**src/rtl/loader_defs.sv**
```systemverilog
// Shared definitions for the instruction-memory loader: frame header,
// FSM state encodings and the default inter-byte timeout.
package loader_defs;

    localparam int unsigned BYTE_W          = 8;
    localparam int unsigned WORD_W          = 32;
    localparam int unsigned CNT_W           = 16;
    localparam int unsigned DEF_TIMEOUT_CYC = 1000000;

    localparam logic [BYTE_W-1:0] HEADER = 8'hA5;

    typedef enum logic [2:0] {
        ST_IDLE   = 3'd0,
        ST_CNT_HI = 3'd1,
        ST_CNT_LO = 3'd2,
        ST_DATA   = 3'd3,
        ST_CHECK  = 3'd4,
        ST_DONE   = 3'd5,
        ST_ERR    = 3'd6
    } state_e;

endpackage

```
**src/rtl/imem_loader_if.sv**
```systemverilog
// Byte stream in from the UART receiver and word writes out to instruction memory.
interface imem_loader_if #(
    parameter int unsigned ADDR_W = 8
);
    logic [7:0]        rx_data;
    logic              rx_valid;
    logic              imem_we;
    logic [ADDR_W-1:0] imem_addr;
    logic [31:0]       imem_wdata;

    // master is the loader; slave is the UART/memory side
    modport master (
        input  rx_data,
        input  rx_valid,
        output imem_we,
        output imem_addr,
        output imem_wdata
    );

    modport slave (
        output rx_data,
        output rx_valid,
        input  imem_we,
        input  imem_addr,
        input  imem_wdata
    );
endinterface

```
**src/rtl/word_assembler.sv**
```systemverilog
// Packs big-endian bytes into 32-bit words; flags the cycle the 4th byte arrives.
module word_assembler (
    input  logic        clk,
    input  logic        rst_n,
    input  logic        clr_i,
    input  logic        valid_i,
    input  logic [7:0]  byte_i,
    output logic        word_done_c,
    output logic [31:0] word_c
);

    logic [23:0] shift_q;
    logic [1:0]  idx_q;

    // only the three earlier bytes need storing; the 4th is taken straight from the input
    assign word_done_c = valid_i && (idx_q == 2'd3);
    assign word_c      = {shift_q, byte_i};

    always_ff @(posedge clk or negedge rst_n) begin
        if (!rst_n) begin
            shift_q <= '0;
            idx_q   <= '0;
        end else if (clr_i) begin
            shift_q <= '0;
            idx_q   <= '0;
        end else if (valid_i) begin
            shift_q <= {shift_q[15:0], byte_i};
            idx_q   <= idx_q + 2'd1;
        end
    end

endmodule

```
**src/rtl/imem_loader.sv**
```systemverilog
// Receives framed program images over a byte stream, writes them into
// instruction memory and holds the CPU until a frame checks out.
module imem_loader
    import loader_defs::*;
#(
    parameter int unsigned ADDR_W      = 8,
    parameter int unsigned TIMEOUT_CYC = DEF_TIMEOUT_CYC
) (
    input  logic          clk,
    input  logic          reset,
    imem_loader_if.master bus,
    output logic          cpu_hold,
    output logic          done,
    output logic          error,
    output logic [ADDR_W:0] words_loaded
);

    localparam int unsigned WL_W  = ADDR_W + 1;
    localparam int unsigned CMP_W = (WL_W > CNT_W + 1) ? WL_W : CNT_W + 1;
    localparam int unsigned TO_W  = $clog2(TIMEOUT_CYC + 1);
    localparam logic [CMP_W-1:0] MAX_CNT = CMP_W'(1) << ADDR_W;

    state_e              state_q, state_d;
    logic [BYTE_W-1:0]   cnt_hi_q, cnt_hi_d;
    logic [CNT_W-1:0]    count_q, count_d;
    logic [BYTE_W-1:0]   chk_q, chk_d;
    logic [WL_W-1:0]     wl_q, wl_d;
    logic                we_q, we_d;
    logic [ADDR_W-1:0]   addr_q, addr_d;
    logic [WORD_W-1:0]   wdata_q, wdata_d;
    logic [TO_W-1:0]     to_q, to_d;
    logic                done_q, done_d;
    logic                err_q, err_d;
    logic                hold_q, hold_d;

    logic                asm_clr_c, asm_valid_c, asm_done_c;
    logic [WORD_W-1:0]   asm_word_c;
    logic                in_frame_c, all_written_c;
    logic [CNT_W-1:0]    rx_count_c;

    word_assembler u_asm (
        .clk         (clk),
        .rst_n       (reset),
        .clr_i       (asm_clr_c),
        .valid_i     (asm_valid_c),
        .byte_i      (bus.rx_data),
        .word_done_c (asm_done_c),
        .word_c      (asm_word_c)
    );

    assign in_frame_c    = (state_q == ST_CNT_HI) || (state_q == ST_CNT_LO) ||
                           (state_q == ST_DATA)   || (state_q == ST_CHECK);
    assign all_written_c = (CMP_W'(wl_q) == CMP_W'(count_q));
    assign rx_count_c    = {cnt_hi_q, bus.rx_data};

    always_ff @(posedge clk or negedge reset) begin
        if (!reset) begin
            state_q  <= ST_IDLE;
            cnt_hi_q <= '0;
            count_q  <= '0;
            chk_q    <= '0;
            wl_q     <= '0;
            we_q     <= 1'b0;
            addr_q   <= '0;
            wdata_q  <= '0;
            to_q     <= '0;
            done_q   <= 1'b0;
            err_q    <= 1'b0;
            hold_q   <= 1'b1;
        end else begin
            state_q  <= state_d;
            cnt_hi_q <= cnt_hi_d;
            count_q  <= count_d;
            chk_q    <= chk_d;
            wl_q     <= wl_d;
            we_q     <= we_d;
            addr_q   <= addr_d;
            wdata_q  <= wdata_d;
            to_q     <= to_d;
            done_q   <= done_d;
            err_q    <= err_d;
            hold_q   <= hold_d;
        end
    end

    always_comb begin
        state_d     = state_q;
        cnt_hi_d    = cnt_hi_q;
        count_d     = count_q;
        chk_d       = chk_q;
        wl_d        = wl_q;
        we_d        = 1'b0;
        addr_d      = addr_q;
        wdata_d     = wdata_q;
        to_d        = '0;
        asm_clr_c   = 1'b0;
        asm_valid_c = 1'b0;

        if (in_frame_c) begin
            to_d = bus.rx_valid ? '0 : to_q + TO_W'(1);
        end

        case (state_q)
            ST_IDLE, ST_DONE, ST_ERR: begin
                if (bus.rx_valid && (bus.rx_data == HEADER)) begin
                    state_d   = ST_CNT_HI;
                    wl_d      = '0;
                    chk_d     = '0;
                    asm_clr_c = 1'b1;
                end
            end
            ST_CNT_HI: begin
                if (bus.rx_valid) begin
                    cnt_hi_d = bus.rx_data;
                    chk_d    = chk_q ^ bus.rx_data;
                    state_d  = ST_CNT_LO;
                end
            end
            ST_CNT_LO: begin
                if (bus.rx_valid) begin
                    count_d = rx_count_c;
                    chk_d   = chk_q ^ bus.rx_data;
                    if ((rx_count_c == '0) || (CMP_W'(rx_count_c) > MAX_CNT)) begin
                        state_d = ST_ERR;
                    end else begin
                        state_d = ST_DATA;
                    end
                end
            end
            ST_DATA: begin
                // last write cycle: a byte arriving now is already the checksum
                if (we_q && all_written_c) begin
                    if (bus.rx_valid) begin
                        state_d = (bus.rx_data == chk_q) ? ST_DONE : ST_ERR;
                    end else begin
                        state_d = ST_CHECK;
                    end
                end else if (bus.rx_valid) begin
                    asm_valid_c = 1'b1;
                    chk_d       = chk_q ^ bus.rx_data;
                    if (asm_done_c) begin
                        we_d    = 1'b1;
                        addr_d  = wl_q[ADDR_W-1:0];
                        wdata_d = asm_word_c;
                        wl_d    = wl_q + WL_W'(1);
                    end
                end
            end
            ST_CHECK: begin
                if (bus.rx_valid) begin
                    state_d = (bus.rx_data == chk_q) ? ST_DONE : ST_ERR;
                end
            end
            default: state_d = ST_IDLE;
        endcase

        // a stalled stream abandons the frame; nothing further is written
        if (in_frame_c && (to_q >= TO_W'(TIMEOUT_CYC))) begin
            state_d = ST_ERR;
            we_d    = 1'b0;
            wl_d    = wl_q;
        end

        done_d = (state_d == ST_DONE);
        err_d  = (state_d == ST_ERR);
        hold_d = (state_d != ST_DONE);
    end

    assign bus.imem_we    = we_q;
    assign bus.imem_addr  = addr_q;
    assign bus.imem_wdata = wdata_q;
    assign cpu_hold       = hold_q;
    assign done           = done_q;
    assign error          = err_q;
    assign words_loaded   = wl_q;

endmodule

```
**src/flat_wrapper.sv**
```systemverilog
// flat-port wrapper written by rule: the top's interface ports become plain ports
module imem_loader_flat import loader_defs::*;
#(
    parameter int unsigned ADDR_W      = 8,
    parameter int unsigned TIMEOUT_CYC = DEF_TIMEOUT_CYC
)
  (clk, reset, cpu_hold, done, error, words_loaded, bus_rx_data, bus_rx_valid, bus_imem_we, bus_imem_addr, bus_imem_wdata);
  imem_loader_if #(.ADDR_W(ADDR_W)) bus_i ();
  input  logic clk;
  input  logic reset;
  output logic cpu_hold;
  output logic done;
  output logic error;
  output logic [ADDR_W:0] words_loaded;
  input wire logic [$bits(bus_i.rx_data)-1:0] bus_rx_data;
  input wire logic [$bits(bus_i.rx_valid)-1:0] bus_rx_valid;
  output wire logic [$bits(bus_i.imem_we)-1:0] bus_imem_we;
  output wire logic [$bits(bus_i.imem_addr)-1:0] bus_imem_addr;
  output wire logic [$bits(bus_i.imem_wdata)-1:0] bus_imem_wdata;
  assign bus_i.rx_data = bus_rx_data;
  assign bus_i.rx_valid = bus_rx_valid;
  assign bus_imem_we = bus_i.imem_we;
  assign bus_imem_addr = bus_i.imem_addr;
  assign bus_imem_wdata = bus_i.imem_wdata;
  imem_loader #(.ADDR_W(ADDR_W), .TIMEOUT_CYC(TIMEOUT_CYC)) u_core (.clk(clk), .reset(reset), .bus(bus_i), .cpu_hold(cpu_hold), .done(done), .error(error), .words_loaded(words_loaded));
endmodule
```
**config.mk**
```make
export PLATFORM = sky130hd
export DESIGN_NAME = imem_loader_flat
export DESIGN_NICKNAME = d
export VERILOG_FILES = /design/src/rtl/loader_defs.sv /design/src/rtl/imem_loader_if.sv /design/src/rtl/word_assembler.sv /design/src/rtl/imem_loader.sv /design/src/flat_wrapper.sv
export SDC_FILE = /design/constraint.sdc
export NUM_CORES = 1
export LEC_CHECK = 0
export ABC_AREA = 1
export BUFFER_PORTS_ARGS = -buffer_cell sky130_fd_sc_hd__buf_4
export CORE_ASPECT_RATIO = 0.9
export CORE_MARGIN = 2
export CORE_UTILIZATION = 40
export DETAILED_ROUTE_END_ITERATION = 16
export PLACE_DENSITY = 0.59
export SLEW_MARGIN = 15
export SYNTH_ARGS = -nofsm -noshare
export SYNTH_HDL_FRONTEND = slang
export SYNTH_SLANG_ARGS = --single-unit
export TNS_END_PERCENT = 20
```
**constraint.sdc**
```tcl
create_clock -name clk -period 5.84 [get_ports clk]
set_clock_uncertainty 0.2 [all_clocks]
set_input_delay 0.876 -clock clk [delete_from_list [all_inputs] [get_ports clk]]
set_output_delay 0.876 -clock clk [all_outputs]
set_load 0.02 [all_outputs]
```
==> results of run 1 <==
==> worst min-delay path by stage <==
| stage | slack (ns) | cells after the start | endpoint | startpoint |
|---|---|---|---|---|
| detailed placement | 0.26 | 1 | u_core.to_q[0] | u_core.to_q[0] |
| finish | 0.23 | 1 | u_core.to_q[14] | reset |
| global route | 0.28 | 1 | u_core.to_q[6] | reset |
| global placement | 0.25 | 1 | u_core.to_q[0] | u_core.to_q[0] |
| CTS | 0.26 | 1 | u_core.to_q[14] | reset |
| floorplan | 0.23 | 1 | u_core.to_q[0] | u_core.to_q[0] |
==> cells by family after synthesis <==
logic type,share of synthesized area [%]
flip-flops,54.9
adder cells (fa/ha/maj),0.820
multiplexers,0.164
AO/OA/AOI/OAI,11.9
AND/OR/NAND/NOR,23.3
XOR/XNOR,1.43
buffers and inverters,7.48
==> stage by stage <==
step                cells  util (%)
CTS                   999      49.7
finish                999      49.7
global route          999      49.7
global placement      967      45.7
detailed placement    967      45.7
floorplan             723         -
==> per-layer routing <==
layer	vias up	global-route usage, %
met5	-	0
met1	2350	25.4
met3	17	5.05
met2	89	28.6
met4	0	5.33
li1	2435	-
==> registers in the layout (all words and copies together), names as in the netlist <==
name / cells
u_core.u_asm.idx_q: 2
u_core.chk_q: 8
u_core.to_q: 20
u_core.state_q: 3
u_core.error: 1
u_core.count_q: 16
u_core.bus.imem_addr: 8
u_core.cnt_hi_q: 8
u_core.u_asm.shift_q: 24
u_core.cpu_hold: 1
u_core.done: 1
u_core.words_loaded: 9
u_core.bus.imem_wdata: 32
u_core.bus.imem_we: 1
==> cell usage in the layout, fill, tap and decap left out, drive strengths merged, types with 2 or more instances in the layout <==
cell type    n
o22ai       21
nand3       23
nand3b       2
inv         96
o21ai       90
a31oi        2
ha           4
nand2      204
nor3        21
dfrtp      133
clkinv       5
xor2         4
buf         65
nand4        5
clkbuf      24
or2          2
bufinv       3
nor2        69
a21oi       14
xnor2        6
==> where the power goes <==
group | internal [uW] | switching, uW | leakage (uW)
logic | 424 | 795 | 0.00153
registers | 1230 | 170 | 0.00175
clock network | 704 | 388 | 0.000294
==> cell type report <==
type                            count  area (sq um)  share of cell area, %
Sequential cell                   134          3350                   45.5
Multi-Input combinational cell    473          2310                   31.3
Timing Repair Buffer               65           492                   6.67
Clock buffer                       24           482                   6.54
Inverter                           97           364                   4.94
Tap cell                          198           248                   3.36
Clock inverter                      8           121                   1.65
==> results.tsv, run 1 <==
stage	metric	value	unit
global_route	grt_pass1_vias	4675	
clocking	cts_setup_buffers	0	
placed_design	place.gp.congestion	0.828	
sta	rsz0062_at_grt	false	
global_route	grt_util_all_layers	18.4	%
worst_setup_path	critical_path_class	reg -> reg	
pwr	power.total	3710	uW
yosys	syn_inst	723	
worst_setup_path	path_cells	nor3_4 > nand3_1 > o21ai_2 > o22ai_1	
global_route	grt_max_degree	83	
placed_design	portBuffers	63	
final_layout	final_nets	803	
sta	hold_viol_final	0	
placed_design	pre_cts_ws	2.64	ns
yosys	synth_area_leaders	dfrtp_1, nand2_1, o21ai_0, inv_1, nor2_1	
worst_setup_path	end_kind	register	
clocking	cts_tree	built	
route	drt-met1-wl	6670	microns
global_route	grt_overflow	0	
clocking	htreeDepth	4	
yosys	ys_ff_latch	134	
worst_setup_path	cp_num_buf_inv	0	
clocking	clk_latency	0.42	ns
global_route	antenna_found_initial	0	
pwr	power_leakage	0.00357	uW
route	wire_per_inst	14.2	microns
worst_setup_path	critical-path-slowest-cell	nand3_1	
pwr	pwr_density_cell	504	nW/um^2
floorplan	num_rows	42	
sta	setup_tns	0	ns
worst_setup_path	crit_start	u_core.state_q[2]	
clocking	cts_buffer_depth	2	
yosys	synth_largest_area_cell	dfrtp_1	
sta	worst_pin_slew	1.15	ns
sta	setup_ws	2.66	ns
yosys	yosysWarnings	0	
final_layout	stdcell_area	7370	sq um
yosys	synth.most_common_cell	nand2_1	
final_layout	area_growth_syn_to_layout	20.7	%
floorplan	die_area	16300	sq um
clocking	cts_resized	0	
job	drv_cap	0	
worst_setup_path	critPathCapture	u_core.u_asm.shift_q[16]	
clocking	clock-root-buffer	clkbuf_16	
yosys	synth_cell_types	41	
route	via_per_inst	4.90	
route	routed_wl	14200	microns
sta	maxSlewViolCount	0	
worst_setup_path	slowest_delay	0.77	ns
worst_setup_path	worst_setup_path_start_kind	register	
final_layout	fillerInstances	1402	
worst_setup_path	r2r-start	u_core.state_q[2]	
run_status	status	finished clean	
worst_setup_path	crit_path_max_fanout	30	
final_layout	drive_gt1_share	18.1	%
yosys	ys_top_cells_by_count	nand2_1, dfrtp_1, inv_1	
route	dr_wl_met3	655	microns
floorplan	start_util	41.2	%
worst_setup_path	r2r_cells	4	
clocking	postCtsHoldBufs	0	
route	wl_met2	6680	microns
route	vias	4891	
global_route	grt_pass1_wl	23400	microns
final_layout	diodes	0	
worst_setup_path	regToRegEndpoint	u_core.u_asm.shift_q[16]	
worst_setup_path	r2r_slack	2.66	ns
placed_design	hpwl	9720	microns
floorplan	fp.dieW	134	microns
placed_design	place_area	6770	sq um
clocking	clkSlewWorstSetupHoldPaths	0.05	ns
yosys	synth_top_cell_area_share	54.5	%
sta	hold_slack	0.232	ns
floorplan	pin_count	64	
yosys	ys_seq_area_share	54.9	%
route	routed.top_layer	met4	
yosys	synthArstFlopShare	100	%
route	dr.pass1.iters	5	
yosys	syn-cell-area	6110	sq um
worst_setup_path	cp.depth	4	
clocking	clkSinkCount	134	
yosys	synth_edf_count	0	
route	ant_nets	0	
yosys	avgSynthCellArea	8.45	sq um
sta	timing.final.crit_share	54.4	%
worst_setup_path	cp_top_family	simple AND/OR/NAND/NOR gates	
worst_setup_path	cp.arrival	3.21	ns
pwr	vdd.ir_drop.worst	0.259	mV
sta	setup_violations	0	
worst_setup_path	cp.required	5.88	ns
sta	relSlewSlack	23.3	%
sta	clock.fmax	315	MHz
clocking	cts_inserted_buffers	17	
floorplan	die_height	121	microns
worst_hold_path	hold_path_class	in -> async	
route	drtIter0Drc	320	
route	drc	0	
sta	period_needed	3.18	ns
floorplan	fp.coreArea	14800	sq um
yosys	synthFlopType	dfrtp_1	
yosys	synth.net_count	738	
Note: power is estimated with default switching activity, not from simulation.
==> run 2: changes to the inputs <==
- clock period: 5.84 -> 3.1 ns (I/O delays scaled with it)
==> run 2 against run 1 <==
Clock power grew 94%. Sequential power grew 89%. Clock-buffer cell count shrank 5. Non-clock buffer count grew 7. Maximum frequency grew 43%. Routed wire length grew 1.5%. Via count grew 0.88%. Worst hold slack lost 0.13 ns. Sequential share of layout area shrank 0.59 points. First-iteration DRC count shrank 15%. Critical path type unchanged. Largest power group unchanged. Highest routed layer unchanged.
==> results.tsv, run 2 (synthesized netlist as in run 1, its figures left out) <==
stage	metric	value	unit	change
run_status	status	finished clean		
worst_setup_path	slowest_delay	0.37	ns	-0.40 ns
route	dr.pass1.iters	5		unchanged
sta	clock.fmax	451	MHz	+43%
pwr	power_frac_comb	32.7	%	about the same
clocking	cts_tree	built		
pwr	p_sw	2580	uW	+91%
worst_setup_path	crit_top_cell	nand2_1		
final_layout	fillerInstances	1440		+2.7%
route	drtIter0Drc	271		-15%
global_route	grt_max_degree	65		-22%
clocking	cts_resized	0		unchanged
global_route	grt_util_all_layers	18.9	%	+0.52 points
placed_design	place_area	6840	sq um	+1.0%
pwr	p_int	4490	uW	+91%
worst_setup_path	cp.required	3.21	ns	-2.67 ns
sta	worst_pin_slew	0.616	ns	-0.535 ns
final_layout	diodes	0		unchanged
route	dr_wl_met3	537	microns	-18%
clocking	htreeDepth	4		unchanged
clocking	cts_buffer_depth	2		unchanged
final_layout	area_growth_syn_to_layout	22.3	%	
sta	maxSlewViolCount	0		unchanged
final_layout	final_nets	810		+0.87%
final_layout	stdcell_area	7470	sq um	+1.3%
floorplan	start_util	41.2	%	unchanged
pwr	vdd.ir_drop.worst	0.473	mV	+82%
worst_setup_path	crit_path_max_fanout	5		-83%
sta	setup_violations	0		unchanged
worst_setup_path	r2r-start	u_core.to_q[0]		
final_layout	multi_input_area	2310	sq um	unchanged
final_layout	drive_gt1_share	19.0	%	+0.86 points
sta	hold_viol_final	0		unchanged
route	via_per_inst	4.91		+0.28%
worst_setup_path	worst_setup_path_start_kind	register		
placed_design	place.gp.congestion	0.897		+8.3%
global_route	grt_overflow	0		unchanged
floorplan	num_rows	42		unchanged
sta	rsz0062_at_grt	false		
floorplan	fp.dieW	134	microns	unchanged
worst_setup_path	cp_num_buf_inv	0		unchanged
worst_setup_path	cp.depth	10		+6
clocking	cts_setup_buffers	0		unchanged
worst_setup_path	end_kind	register		
sta	timing.final.crit_share	71.6	%	+17 points
route	wl_met2	6640	microns	-0.57%
worst_setup_path	cp.arrival	2.33	ns	-0.88 ns
pwr	power.total	7070	uW	+91%
final_layout	final_common_cell	nand2_1		
placed_design	hpwl	10100	microns	+4.3%
worst_setup_path	r2r_cells	10		+6
sta	setup_tns	0	ns	unchanged
job	drv_cap	0		unchanged
worst_setup_path	regToRegEndpoint	u_core.to_q[18]		
route	routed.top_layer	met4		
worst_setup_path	cp_top_family	simple AND/OR/NAND/NOR gates		
pwr	pwr_density_cell	947	nW/um^2	+88%
route	ant_nets	0		unchanged
clocking	cts_inserted_buffers	17		unchanged
floorplan	pin_count	64		unchanged
worst_setup_path	critical-path-slowest-cell	dfrtp_1		
global_route	grt_pass1_wl	23900	microns	+2.3%
route	drt-met1-wl	7040	microns	+5.5%
worst_hold_path	hold_path_class	in -> reg		
worst_setup_path	r2r_slack	0.88	ns	-1.78 ns
worst_setup_path	path_cells	ha_1 > nand4_1 > nor3_1 > nand2_1 > nor2_2 > nand2_1 > nor2_1 > nand2_1 > o21ai_1 > nor2_1		
final_layout	seq_area	3350	sq um	unchanged
worst_setup_path	critPathCapture	u_core.to_q[18]		
route	wire_per_inst	14.3	microns	+0.88%
floorplan	fp.coreArea	14800	sq um	unchanged
final_layout	final_cell_mix	nand2_1, dfrtp_1, inv_1, o21ai_0, buf_4		
clocking	clkSlewWorstSetupHoldPaths	0.06	ns	about the same
clocking	clk_latency	0.42	ns	about the same
route	routed_wl	14400	microns	+1.5%
global_route	grt_pass1_vias	4803		+2.7%
pwr	pwr-share-seq	37.3	%	-0.5 points
placed_design	portBuffers	63		unchanged
route	vias	4934		+0.88%
route	drc	0		unchanged
global_route	antenna_found_initial	0		unchanged
clocking	postCtsHoldBufs	1		+1
clocking	clkSinkCount	134		unchanged
worst_hold_path	min_from	bus_rx_data[5]		
final_layout	largest_register_ff_count	32		unchanged
floorplan	die_area	16300	sq um	unchanged
pwr	sw_frac_of_total	36.5	%	about the same
worst_setup_path	crit_start	u_core.to_q[0]		
worst_setup_path	critical_path_class	reg -> reg		
floorplan	die_height	121	microns	unchanged
sta	relSlewSlack	58.8	%	+36 points
pwr	p_clk_share	30.0	%	+0.6 points
sta	period_needed	2.22	ns	-0.960 ns
pwr	power_leakage	0.00361	uW	+1.1%
clocking	clock-root-buffer	clkbuf_16		
==> run 2: how the worst min path moves through the flow <==
stage / endpoint / slack, ns / cells past startpoint
2_1_floorplan: u_core.bus.imem_addr[0] / -0.03 / 0
3_3_place_gp: u_core.to_q[0] / 0.25 / 1
3_5_place_dp: u_core.to_q[12] / 0.27 / 1
4_1_cts: u_core.count_q[5] / 0.08 / 3
5_1_grt: u_core.count_q[2] / 0.11 / 3
6_report: u_core.count_q[5] / 0.11 / 3
==> run 2: worst reg2reg max path, delay by kind of cell (launching register included) <==
family                   cells  cell delay (ns)
AO/OA/AOI/OAI                1             0.13
AND/OR/NAND/NOR              8             1.19
adder cells (fa/ha/maj)      1             0.23
flip-flops                   1             0.37
==> run 2: per-stage QoR <==
stage	setup slack [ns]	utilization, %	cells	hold WS [ns]
5_1_grt	0.597	50.4	1005	0.109
3_3_place_gp	0.911	46.1	973	0.248
3_5_place_dp	0.863	46.1	973	0.271
6_report	0.882	50.4	1005	0.106
4_1_cts	0.876	50.4	1005	0.0792
2_1_floorplan	1.21	-	723	-0.0306
==> run 2: layout make-up <==
type | count | share of cell area, %
tap | 198 | 3.32
multi-input combinational | 473 | 30.9
clock inverter | 12 | 2.38
sequential | 134 | 44.9
timing repair buffer | 72 | 7.66
clock buffer | 19 | 5.93
inverter | 97 | 4.88
==> run 2: power groups by stage <==
stage	Sequential, uW	Combinational (uW)	Clock [uW]
2_1_floorplan	2840	1360	0
3_3_place_gp	2640	2270	0
3_5_place_dp	2670	2320	0
4_1_cts	2640	2340	2160
5_1_grt	2710	2620	2220
6_report	2640	2310	2120
==> run 2: routing by layer <==
layer	global-route usage [%]	up-vias
li1	-	2448
met1	26.4	2392
met2	28.7	80
met3	4.47	14
met4	7.24	0
met5	0	-
